### src/rtl/uart_text_pkg.sv
// Shared constants and the state encoding for the UART text buffer.
// This file holds the control characters the terminal understands, the
// printable range, and the controller state type.
package uart_text_pkg;

    localparam logic [7:0] CHAR_SPACE     = 8'h20;
    localparam logic [7:0] CHAR_CR        = 8'h0D;
    localparam logic [7:0] CHAR_LF        = 8'h0A;
    localparam logic [7:0] CHAR_BS        = 8'h08;
    localparam logic [7:0] CHAR_FF        = 8'h0C;
    localparam logic [7:0] CHAR_PRINT_MIN = 8'h20;
    localparam logic [7:0] CHAR_PRINT_MAX = 8'h7E;

    localparam logic [1:0] ST_IDLE   = 2'd0;
    localparam logic [1:0] ST_APPLY  = 2'd1;
    localparam logic [1:0] ST_CLEAR  = 2'd2;
    localparam logic [1:0] ST_SCROLL = 2'd3;

    typedef enum logic [1:0] {
        IDLE   = ST_IDLE,
        APPLY  = ST_APPLY,
        CLEAR  = ST_CLEAR,
        SCROLL = ST_SCROLL
    } state_t;

    function automatic logic is_printable(input logic [7:0] c);
        return (c >= CHAR_PRINT_MIN) && (c <= CHAR_PRINT_MAX);
    endfunction

endpackage

### src/rtl/screen_text_ram.sv
// Character storage for the text screen. One write port fed by the
// controller, one combinational read port the controller uses to copy rows
// during a scroll, and one registered read port owned by the renderer.
// A renderer read of an address being written in the same cycle returns
// the old contents.
module screen_text_ram
    import uart_text_pkg::*;
#(
    parameter int DEPTH  = 64,
    parameter int ADDR_W = $clog2(DEPTH)
) (
    input  logic              clk,
    input  logic              reset,
    input  logic              wr_en,
    input  logic [ADDR_W-1:0] wr_addr,
    input  logic [7:0]        wr_data,
    input  logic [ADDR_W-1:0] int_addr,
    output logic [7:0]        int_data,
    input  logic [ADDR_W-1:0] rd_addr,
    output logic [7:0]        rd_data
);

    logic [7:0] mem [DEPTH];

    // Character array update; contents are not reset because the
    // controller sweeps the whole screen with spaces after every reset.
    always_ff @(posedge clk) begin
        if (wr_en) begin
            mem[wr_addr] <= wr_data;
        end
    end

    assign int_data = mem[int_addr];

    // Renderer read register, one cycle of latency, idles as a space.
    always_ff @(posedge clk) begin
        if (reset) begin
            rd_data <= CHAR_SPACE;
        end else begin
            rd_data <= mem[rd_addr];
        end
    end

endmodule

### src/rtl/uart_text_buffer.sv
// Terminal-style text buffer fed by the UART receiver. Each rising edge of
// byteReady_i captures one byte; printable bytes are written at the cursor,
// and CR, LF, BS and FF move the cursor or clear the screen. Bytes that
// arrive while a sweep is running wait in a one-entry pending register.
// Optional build macro UART_TEXT_SCROLL_EN: when defined, advancing past the
// last row scrolls the screen up one row instead of wrapping to row 0.
module uart_text_buffer
    import uart_text_pkg::*;
#(
    parameter  int COLS   = 16,
    parameter  int ROWS   = 4,
    localparam int ADDR_W = $clog2(ROWS*COLS),
    localparam int COL_W  = $clog2(COLS),
    localparam int ROW_W  = $clog2(ROWS)
) (
    input  logic              clk_i,
    input  logic              reset_i,
    input  logic              byteReady_i,
    input  logic [7:0]        dataIn_i,
    input  logic [ADDR_W-1:0] charAddr_i,
    output logic [7:0]        charOut_o,
    output logic [COL_W-1:0]  cursorCol_o,
    output logic [ROW_W-1:0]  cursorRow_o,
    output logic              busy_o,
    output logic              overflow_o
);

    localparam logic [ADDR_W-1:0] LAST_ADDR = ADDR_W'(ROWS*COLS - 1);
    localparam logic [ADDR_W-1:0] COPY_END  = ADDR_W'((ROWS-1)*COLS);
    localparam logic [COL_W-1:0]  COL_LAST  = COL_W'(COLS - 1);
    localparam logic [ROW_W-1:0]  ROW_LAST  = ROW_W'(ROWS - 1);

    state_t            state;
    logic              busy;
    logic [ADDR_W-1:0] sweep_addr;
    logic [COL_W-1:0]  cursor_col;
    logic [ROW_W-1:0]  cursor_row;
    logic [7:0]        cur_byte;
    logic              pending_valid;
    logic [7:0]        pending_byte;
    logic              overflow;
    logic              byte_ready_q;

    logic              byte_edge;
    logic [ADDR_W-1:0] cursor_addr;
    logic              printable;
    logic              row_advance;
    logic              wr_en;
    logic [ADDR_W-1:0] wr_addr;
    logic [7:0]        wr_data;
    logic [ADDR_W-1:0] int_addr;
    logic [7:0]        int_data;
    logic              copy_en;

    assign byte_edge   = byteReady_i & ~byte_ready_q;
    assign cursor_addr = ADDR_W'(cursor_row) * ADDR_W'(COLS) + ADDR_W'(cursor_col);
    assign printable   = is_printable(cur_byte);
    assign row_advance = (state == APPLY) &&
                         ((printable && (cursor_col == COL_LAST)) || (cur_byte == CHAR_LF));
    assign int_addr    = sweep_addr + ADDR_W'(COLS);

    // Select what, if anything, is written to the character array this cycle.
    always_comb begin
        wr_en   = 1'b0;
        wr_addr = cursor_addr;
        wr_data = CHAR_SPACE;
        copy_en = 1'b0;
        case (state)
            APPLY: begin
                if (printable) begin
                    wr_en   = 1'b1;
                    wr_data = cur_byte;
                end else if ((cur_byte == CHAR_BS) && (cursor_col != '0)) begin
                    wr_en   = 1'b1;
                    wr_addr = cursor_addr - ADDR_W'(1);
                end
            end
            CLEAR: begin
                wr_en   = 1'b1;
                wr_addr = sweep_addr;
            end
`ifdef UART_TEXT_SCROLL_EN
            SCROLL: begin
                wr_en   = 1'b1;
                wr_addr = sweep_addr;
                copy_en = (sweep_addr < COPY_END);
            end
`endif
            default: begin
            end
        endcase
        if (copy_en) begin
            wr_data = int_data;
        end
    end

    // Controller: byte capture, pending slot, cursor movement and sweeps.
    always_ff @(posedge clk_i) begin
        if (reset_i) begin
            state         <= CLEAR;
            busy          <= 1'b1;
            sweep_addr    <= '0;
            cursor_col    <= '0;
            cursor_row    <= '0;
            cur_byte      <= 8'h00;
            pending_valid <= 1'b0;
            pending_byte  <= 8'h00;
            overflow      <= 1'b0;
            byte_ready_q  <= 1'b0;
        end else begin
            byte_ready_q <= byteReady_i;
            case (state)
                IDLE: begin
                    if (pending_valid) begin
                        state    <= APPLY;
                        cur_byte <= pending_byte;
                        if (byte_edge) begin
                            pending_byte <= dataIn_i;
                        end else begin
                            pending_valid <= 1'b0;
                        end
                    end else if (byte_edge) begin
                        state    <= APPLY;
                        cur_byte <= dataIn_i;
                    end
                end
                APPLY: begin
                    state <= IDLE;
                    busy  <= 1'b0;
                    if (printable) begin
                        cursor_col <= (cursor_col == COL_LAST) ? '0 : cursor_col + COL_W'(1);
                    end else if ((cur_byte == CHAR_CR) || (cur_byte == CHAR_LF)) begin
                        cursor_col <= '0;
                    end else if (cur_byte == CHAR_BS) begin
                        if (cursor_col != '0) begin
                            cursor_col <= cursor_col - COL_W'(1);
                        end
                    end else if (cur_byte == CHAR_FF) begin
                        cursor_col <= '0;
                        cursor_row <= '0;
                        state      <= CLEAR;
                        busy       <= 1'b1;
                        sweep_addr <= '0;
                    end
                    if (row_advance) begin
                        if (cursor_row == ROW_LAST) begin
`ifdef UART_TEXT_SCROLL_EN
                            state      <= SCROLL;
                            busy       <= 1'b1;
                            sweep_addr <= '0;
`else
                            cursor_row <= '0;
`endif
                        end else begin
                            cursor_row <= cursor_row + ROW_W'(1);
                        end
                    end
                end
                CLEAR: begin
                    if (sweep_addr == LAST_ADDR) begin
                        state <= IDLE;
                        busy  <= 1'b0;
                    end else begin
                        sweep_addr <= sweep_addr + ADDR_W'(1);
                    end
                end
`ifdef UART_TEXT_SCROLL_EN
                SCROLL: begin
                    if (sweep_addr == LAST_ADDR) begin
                        state <= IDLE;
                        busy  <= 1'b0;
                    end else begin
                        sweep_addr <= sweep_addr + ADDR_W'(1);
                    end
                end
`endif
                default: begin
                    state <= IDLE;
                    busy  <= 1'b0;
                end
            endcase
            if (byte_edge && (state != IDLE)) begin
                if (pending_valid) begin
                    overflow <= 1'b1;
                end else begin
                    pending_valid <= 1'b1;
                    pending_byte  <= dataIn_i;
                end
            end
        end
    end

    screen_text_ram #(
        .DEPTH  (ROWS*COLS),
        .ADDR_W (ADDR_W)
    ) u_ram (
        .clk      (clk_i),
        .reset    (reset_i),
        .wr_en    (wr_en),
        .wr_addr  (wr_addr),
        .wr_data  (wr_data),
        .int_addr (int_addr),
        .int_data (int_data),
        .rd_addr  (charAddr_i),
        .rd_data  (charOut_o)
    );

    assign cursorCol_o = cursor_col;
    assign cursorRow_o = cursor_row;
    assign busy_o      = busy;
    assign overflow_o  = overflow;

endmodule

### config.mk
export PLATFORM = sky130hd
export DESIGN_NAME = uart_text_buffer
export DESIGN_NICKNAME = d
export VERILOG_FILES = /design/src/rtl/uart_text_pkg.sv /design/src/rtl/screen_text_ram.sv /design/src/rtl/uart_text_buffer.sv
export SDC_FILE = /design/constraint.sdc
export NUM_CORES = 1
export LEC_CHECK = 0
export BUFFER_PORTS_ARGS = -buffer_cell sky130_fd_sc_hd__buf_2
export CAP_MARGIN = 25
export CORE_ASPECT_RATIO = 1.2
export CORE_MARGIN = 2
export CORE_UTILIZATION = 40
export CTS_CLUSTER_DIAMETER = 200
export DETAILED_ROUTE_END_ITERATION = 16
export PLACE_DENSITY_LB_ADDON = 0.05
export SYNTH_ARGS = -nofsm -noshare
export SYNTH_HDL_FRONTEND = slang
export SYNTH_SLANG_ARGS = --single-unit
### constraint.sdc
create_clock -name clk_i -period 7 [get_ports clk_i]
set_clock_uncertainty 0.2 [all_clocks]
set_input_delay 1.4 -clock clk_i [delete_from_list [all_inputs] [get_ports clk_i]]
set_output_delay 1.4 -clock clk_i [all_outputs]
set_load 0.02 [all_outputs]
# --- Word level (Yosys, flattened, before mapping) ---
# Memory sizes are Yosys's and may differ from the RTL's. A register that Yosys moved wholly into a read port is not among the register bits.
# Index checks and enable logic that the tools add are counted.
totals:
  ramBits: 512
  memories: 1
  output_inout_bits: 16
  regBits: 34
mem_list:
  columns: ["name", "depth", "width", "read_ports", "rd_clocked_by_memory_dff", "write_ports", "line_no", "text"]
  rows:
  - ["u_ram.mem", 64, 8, 1, 1, 1, "screen_text_ram.sv:23", "logic [7:0] mem [DEPTH];"]
op_classes:
  reduce_logical: 21
  n_addsub: 6
  magnitude_cmp: 2
  muxes: 54
  n_bitwise: 3
  n_eq_ne: 20
op_table:
  columns: ["cell", "count"]
  rows:
  - ["$mux 8", 9]
  - ["$mux 6", 7]
  - ["$eq 8x4->1 const B", 4]
  - ["$mux 2", 13]
  - ["$mux 4", 6]
  - ["$pmux 6 s2", 2]
  - ["$mux 1", 14]
  - ["$ne 2x2->1 const B", 7]
  - ["$ge 8x6->1 const B", 1]
  - ["$le 8x7->1 const B", 1]
  - ["$reduce_and 2->1", 4]
  - ["$reduce_bool 2->1", 4]
  - ["$reduce_bool 4->1", 2]
  - ["$add 6x1->6 const B", 1]
  - ["$add 6x4->6", 1]
  - ["$eq 6x6->1 const B", 1]
  - ["$pmux 2 s3", 1]
  - ["$reduce_and 6->1", 1]
  - ["$sub 6x1->6 const B", 1]
  - ["$logic_and 1x1->1", 5]
  - ["$reduce_and 5->1", 1]
  - ["$add 4x1->4 const B", 1]
  - ["$eq 2x2->1 const B", 2]
  - ["$eq 4x4->1 const B", 1]
  - ["13 further kinds", 16]

# --- Logic depth before layout (Yosys ltp) ---
# Gate-level depths: netlist (run 1).
depth:
  word_depth: 7
  depth_mapped: 11
  ltp_nobuf: 8

# --- By module ---
# Synthesis (run 1) repeated with hierarchy kept, for this count alone.
unflattened:
  hier_cells: 1371
  area_unflattened_um2: 26215.1
modules_own_cells:
  columns: ["module", "cells_per_inst", "seq_area_each_um2", "instances", "area_each_um2"]
  rows:
  - ["screen_text_ram", 1128, 15534.9, 1, 24153.2]
  - ["uart_text_buffer", 243, 680.7, 1, 2062.0]

# --- Worst setup path after synthesis (run 1) ---
# No wires, ideal clock.
synth_path:
  kind: "register -> register"
  from: "register cursor_col[0], in the netlist cursorCol_o[0]"
  to: "memory u_ram.mem[21][0] (enable)"
  path_slack_ps: 3369
  period_less_slack_ps: 3631
  setup_time_ps: 395
  required_time_ps: 6405
  stages_incl_launch_ff: 10
  n_path_buf: 1
  t_arrival_ps: 3036
  cell_sequence: "dfxtp_1 inv_1 ha_1 or3b_2 nand4_4 a21o_1 a221oi_4 nand2b_2 buf_6 nor4_1"
synth_via:
  elab_chain_cells: 7
  word_cells_on_any_way: 12
  cone_classes: "add/sub: 2; mux: 8; reduce/logical: 2"
synth_lines:
  columns: ["item", "line_no", "text"]
  rows:
  - ["start: declaration", "uart_text_buffer.sv:36", "logic [COL_W-1:0] cursor_col;"]
  - ["start signal: assignment", "uart_text_buffer.sv:131", "cursor_col <= (cursor_col == COL_LAST) ? '0 : cursor_col + COL_W'(1);"]
  - ["start signal: assignment", "uart_text_buffer.sv:136", "cursor_col <= cursor_col - COL_W'(1);"]
  - ["branches (longest 7 deep; another with $add 6x4->6)", null, null]
  - ["end: declaration", "screen_text_ram.sv:23", null]
# Parallel ways; which one is timed is not known.

# --- Worst setup path after layout (run 1) ---
layout_path:
  from: "register cursor_col[0], in the netlist cursorCol_o[0]"
  to: "memory u_ram.mem[31][7] (enable)"
# The elaborated chain is that of the path after synthesis.

==> impl_metrics.toml, run 1 <==
[run_status]
status = "finished clean"

[worst_setup_path]
r2r_start = "cursorCol_o[0]$_SDFFE_PP0P_"
r2r-end = "u_ram.mem[31][7]$_DFFE_PP_"
crit_chain = "inv_1 -> ha_1 -> or3b_2 -> nand4_4 -> o31a_1 -> nand2_2 -> nand2b_1 -> nor3_2"
start_kind = "flop"
slowest_delay_ns = 0.79
reg2reg_slack_ns = 2.69
crit_fanout = 25
cp-end-kind = "flop"
worstSetupPathType = "reg2reg"
path_buf_inv = 1
crit_family = "simple AND/OR/NAND/NOR gates"
cp.required_ns = 7.02
critical_path_arrival_ns = 4.33
slowest_stage = "nor3_2"
r2r_cells = 8

[logic_synthesis]
ys_ff_latch = 554
ys_warn_count = 0
yosysUniqueCellTypes = 67
synthArstFlopShare_pct = 0
synthFlopType = "edfxtp_1"
synth-seq-area-share_pct = 72.5
synth_edf_count = 512
synth_cells = 1155
netlist_area_um2 = 22400
syn_area_per_cell_um2 = 19.4

[min_path]
worstHoldStart = "overflow_o$_SDFFE_PP0P_"
hold_class = "reg2reg"
whs_path_depth = 2
holdPathEnd = "overflow_o$_SDFFE_PP0P_"

[floorplan]
initial_core_util_pct = 40.6
die_w_um = 220
dieArea_um2 = 57800
core_um2 = 55000
num_rows = 94
die_h_um = 263
io_pins = 33

[route]
postRouteAntennaNets = 0
drc_errors = 0
wl_per_cell_um = 25.8
initialDrtViolationCount = 807
wl_mm = 53.5
first_pass_iters = 5
vias_per_cell = 5.39
via_count = 11200

[cells_and_area]
area_growth_pct = 15.3
fin_area_um2 = 25800
fillers = 4725
stdcell_count = 2075
antenna_cells = 0
drive_gt1_share_pct = 27.5
mostFrequentLayoutCells = "edfxtp_1, mux4_2, buf_4"
final_common_cell = "edfxtp_1"
post-route-util_pct = 46.8
fin_nets = 1333

[clocking]
post_cts_buffers = 0
insertion_delay_ns = 0.61
numCtsBuffers = 56
ctsRootBufferMaster = "clkbuf_16"
h-tree-depth = 2
cts_hold_buf = 0
post_cts_resized = 0
clk_pin_slew_worst_paths_ns = 0.06
cts_tree = "done"
numClockSinks = 554
cts_buffer_depth = 3

[pwr]
irDropWorstVdd_mv = 0.192
p_leak_nw = 7.74
power_density_nw_per_um2 = 288
power.total_mw = 7.44

[sta]
fmax_mhz = 232
timing.final.crit_period_ns = 4.31
setup_ws_ns = 2.69
min_period_over_period_pct = 61.6
worst_slew_pin_slew_ns = 0.989
rsz0062_at_grt = "no"
max_slew_margin_pct = 34.1
hold_ws_ns = 0.270
slew_violations = 0
fin_tns_setup_ns = 0
finalHoldViolations = 0
setup_violations = 0

[placement]
gp_congestion = 0.805
postPlaceCellArea_um2 = 24000
hpwl_mm = 33.5
place_inst = 1969
pre_cts_slack_ns = 2.48
io_buffer_count = 32

[global_routing]
grt_overflow = 0
antenna_found_initial = 0
grt_pass1_vias = 11900
grt_start_max_net_pins = 75
grt_usage_pct = 19.0
grt_pass1_wl_mm = 79.6

[job]
maxCapViolCount = 0
[kinds of logic after synthesis]
kind of cell	Yosys count	share of synthesized area, %
compound gates	97	3.21
xor+xnor	7	0.274
fa+ha+maj	8	0.448
buf+inv	78	1.64
flops	554	72.5
mux	202	16.9
other cells	1	0.0168
simple gates	208	4.93
[synth_stat cells (3+ instances only)]
cell type	n	area [µm²]
nor4_1	7	43.8
buf_6	3	33.8
nand2b_1	8	50.1
nor2b_1	4	25.0
mux4_2	140	3150
nor3_2	3	30.0
ha_1	8	100
xor2_1	4	35.0
nand3b_1	3	22.5
dfxtp_1	42	841
clkbuf_1	26	97.6
nand3_1	15	75.1
a31oi_1	4	25.0
mux2i_1	59	591
o211ai_1	4	30.0
buf_1	8	30.0
a22oi_1	12	90.1
nor3_1	59	295
inv_1	9	33.8
edfxtp_1	512	15400
nor2_1	49	184
a21o_1	3	22.5
a221oi_1	9	78.8
nand2_1	29	109
buf_2	29	145
and3_1	11	68.8
a21oi_1	17	85.1
xnor2_1	3	26.3
o21ai_0	19	95.1
a211oi_1	10	75.1
[worst min-delay path, cell delays in order, from the launching register on]
cell,delay [ns]
dfxtp_1,0.33
a31oi_1,0.04
nor2_1,0.07
[where the power goes]
| group | total [mW] | internal (mW) | leakage (nW) | switching, mW |
|---|---|---|---|---|
| Combinational | 0.749 | 0.261 | 2.42 | 0.488 |
| Clock | 2.96 | 1.70 | 0.892 | 1.26 |
| Sequential | 3.73 | 3.68 | 4.43 | 0.0551 |
| Total | 7.44 | 5.63 | 7.74 | 1.80 |
[layout make-up]
class	count	area, µm²	area share [%]
Tap cell	720	901	3.49
Inverter	10	37.5	0.146
Multi-Input combinational cell	586	6110	23.7
Clock inverter	40	340	1.32
Timing Repair Buffer	100	706	2.74
Clock buffer	65	1480	5.73
Sequential cell	554	16200	62.9
[routing by layer]
metal | wire length (µm) | global-route usage [%] | up-vias
li1 | - | - | 5018
met1 | 22400 | 24.8 | 5833
met2 | 27500 | 32.5 | 241
met3 | 2160 | 3.29 | 83
met4 | 1490 | 5.70 | 0
met5 | 0 | 0 | -
[registers in the layout (all words and copies together), names as in the netlist]
name and count:
u_ram.mem 512, busy_o 1, sweep_addr 6, u_ram.rd_data 8
cursorCol_o 4, state 2, byte_ready_q 1, cursorRow_o 2
pending_byte 8, overflow_o 1, pending_valid 1, cur_byte 8
[how the worst max path moves through the flow]
stage	startpoint	end	cells after the start
final	cursorCol_o[0]$_SDFFE_PP0P_	u_ram.mem[31][7]$_DFFE_PP_	8
after global routing	state[1]$_SDFFE_PP1P_	u_ram.mem[31][3]$_DFFE_PP_	7
after CTS	state[1]$_SDFFE_PP1P_	u_ram.mem[31][5]$_DFFE_PP_	7
after detailed placement	charAddr_i[0]	u_ram.rd_data[3]$_SDFF_PP0_	7
after global placement	charAddr_i[0]	u_ram.rd_data[6]$_SDFF_PP0_	6
after floorplan	cursorCol_o[0]$_SDFFE_PP0P_	u_ram.mem[21][0]$_DFFE_PP_	9
Note: power is estimated with default switching activity, not from simulation.
==> run 2, diff against run 1 <==
- clock period: 7 -> 3.8 ns (I/O delays scaled with it)
==> run 2 against run 1 <==
  * Non-clock buffer count is 41 higher
  * Combinational power is 88% higher
  * Design area up 1.0%
  * Core utilization increased by 0.47 points
  * Register-to-register slack worse by 2.5 ns
  * Sequential share of layout area shrank 0.63 points
  * Die area did not move
  * Clock power grew 78%
  * Critical path depth increased by 1
  * Count of clock-buffer cells in the layout is 3 higher
  * Flip-flop and latch count unchanged
  * Worst hold slack got worse by 0.085 ns
==> impl_metrics.toml, run 2 (synthesis results as in run 1) <==
[clocking]
cts_hold_buf = 0
post_cts_buffers = 0
post_cts_resized = 0
numClockSinks = 554
numCtsBuffers = 56
ctsRootBufferMaster = "clkbuf_16"
cts_buffer_depth = 3
clk_pin_slew_worst_paths_ns = 0.06
insertion_delay_ns = 0.61
cts_tree = "done"
h-tree-depth = 2

[floorplan]
num_rows = 94
dieArea_um2 = 57800
die_h_um = 263
die_w_um = 220
core_um2 = 55000
initial_core_util_pct = 40.6
io_pins = 33

[placement]
hpwl_mm = 34.8
io_buffer_count = 32
gp_congestion = 0.806
postPlaceCellArea_um2 = 24300

[sta]
min_period_over_period_pct = 95.2
finalHoldViolations = 0
fmax_mhz = 277
slew_violations = 0
timing.final.crit_period_ns = 3.62
fin_tns_setup_ns = 0
rsz0062_at_grt = "yes"
worst_slew_pin_slew_ns = 0.949
max_slew_margin_pct = 36.8
setup_violations = 0

[cells_and_area]
largest_register_ffs = 512
final_common_cell = "edfxtp_1"
drive_gt1_share_pct = 28.1
area_growth_pct = 16.5
fin_nets = 1374
mostFrequentLayoutCells = "edfxtp_1, mux4_2, buf_4"
antenna_cells = 0
fin_area_um2 = 26000
largest-register = "u_ram.mem"

[worst_setup_path]
start_kind = "flop"
worstSetupPathType = "reg2reg"
slowest_delay_ns = 0.79
path_buf_inv = 2
critical_path_arrival_ns = 3.77
crit_family = "simple AND/OR/NAND/NOR gates"
cp-end-kind = "flop"
crit_fanout = 16
crit_chain = "inv_1 -> ha_1 -> or3b_2 -> nand4_4 -> a21o_1 -> a221oi_4 -> or2_1 -> nor3_1 -> buf_4"
cp.required_ns = 3.96
slowest_stage = "or2_1"

[pwr]
power_density_nw_per_um2 = 520
power.total_mw = 13.5
irDropWorstVdd_mv = 0.336
p_leak_nw = 7.94

[route]
initialDrtViolationCount = 879
wl_mm = 53.7
via_count = 11300
vias_per_cell = 5.36
first_pass_iters = 5
wl_per_cell_um = 25.4
postRouteAntennaNets = 0
drc_errors = 0

[global_routing]
grt_usage_pct = 19.1
grt_overflow = 0
grt_start_max_net_pins = 65
grt_pass1_wl_mm = 79.8
grt_pass1_vias = 11800
antenna_found_initial = 3

[min_path]
hold_class = "in2reg"

[run_status]
status = "finished clean"

[job]
maxCapViolCount = 0
run 2: cell count changes in the layout (fill, tap and decap cells not counted), sizes merged:
cell,before,now
buf,100,141
bufinv,5,3
clkbuf,65,68
clkinv,29,28
clkinvlp,4,3
inv,12,10
run 2: power breakdown:
part	switching, mW	internal [mW]	total, mW
registers	0.0987	6.77	6.87
logic	0.890	0.524	1.41
clock network	2.29	2.98	5.26
total	3.28	10.3	13.5
run 2: final timing paths:
path | startpoint | end | slack [ns] | cells past startpoint
hold / removal | byteReady_i | byte_ready_q$_SDFF_PP0_ | 0.18 | 2
hold reg to reg | pending_byte[7]$_SDFF_PP0_ | pending_byte[7]$_SDFF_PP0_ | 0.29 | 2
setup reg to reg | cursorCol_o[1]$_SDFFE_PP0P_ | u_ram.mem[63][7]$_DFFE_PP_ | 0.18 | 9
setup / recovery | cursorCol_o[1]$_SDFFE_PP0P_ | u_ram.mem[63][7]$_DFFE_PP_ | 0.18 | 9
run 2: layer usage:
metal / GRT usage (%) / wire length [µm] / vias to the layer above
li1: - / - / 5099
met1: 25.0 / 22400 / 5914
met2: 31.8 / 27000 / 224
met3: 3.77 / 2550 / 92
met4: 6.37 / 1670 / 4
met5: 0 / 27 / -
run 2: area by class of cell:
type / instances / area (µm²)
fillers: 4686 / 29000
clock buffers: 68 / 1490
multi-input cells: 586 / 6040
well taps: 720 / 901
repair buffers: 141 / 1110
flip-flops and latches: 554 / 16200
inverters: 10 / 37.5
clock inverters: 34 / 250
run 2: stage by stage:
step	setup slack (ns)	utilization, %	cells	hold WS [ns]
6_report	0.184	47.3	2113	0.185
5_1_grt	-0.00106	47.3	2113	0.167
4_1_cts	0.145	47.3	2113	0.137
3_5_place_dp	0.175	44.2	2011	0.282
3_3_place_gp	0.233	44.2	2011	0.273
2_1_floorplan	0.169	-	1218	0.260
run 2: worst register-to-register path, stage by stage, from the launching register on:
cell,delay [ns]
dfxtp_1,0.48
inv_1,0.13
ha_1,0.23
or3b_2,0.24
nand4_4,0.19
a21o_1,0.27
a221oi_4,0.37
or2_1,0.79
nor3_1,0.23
buf_4,0.25
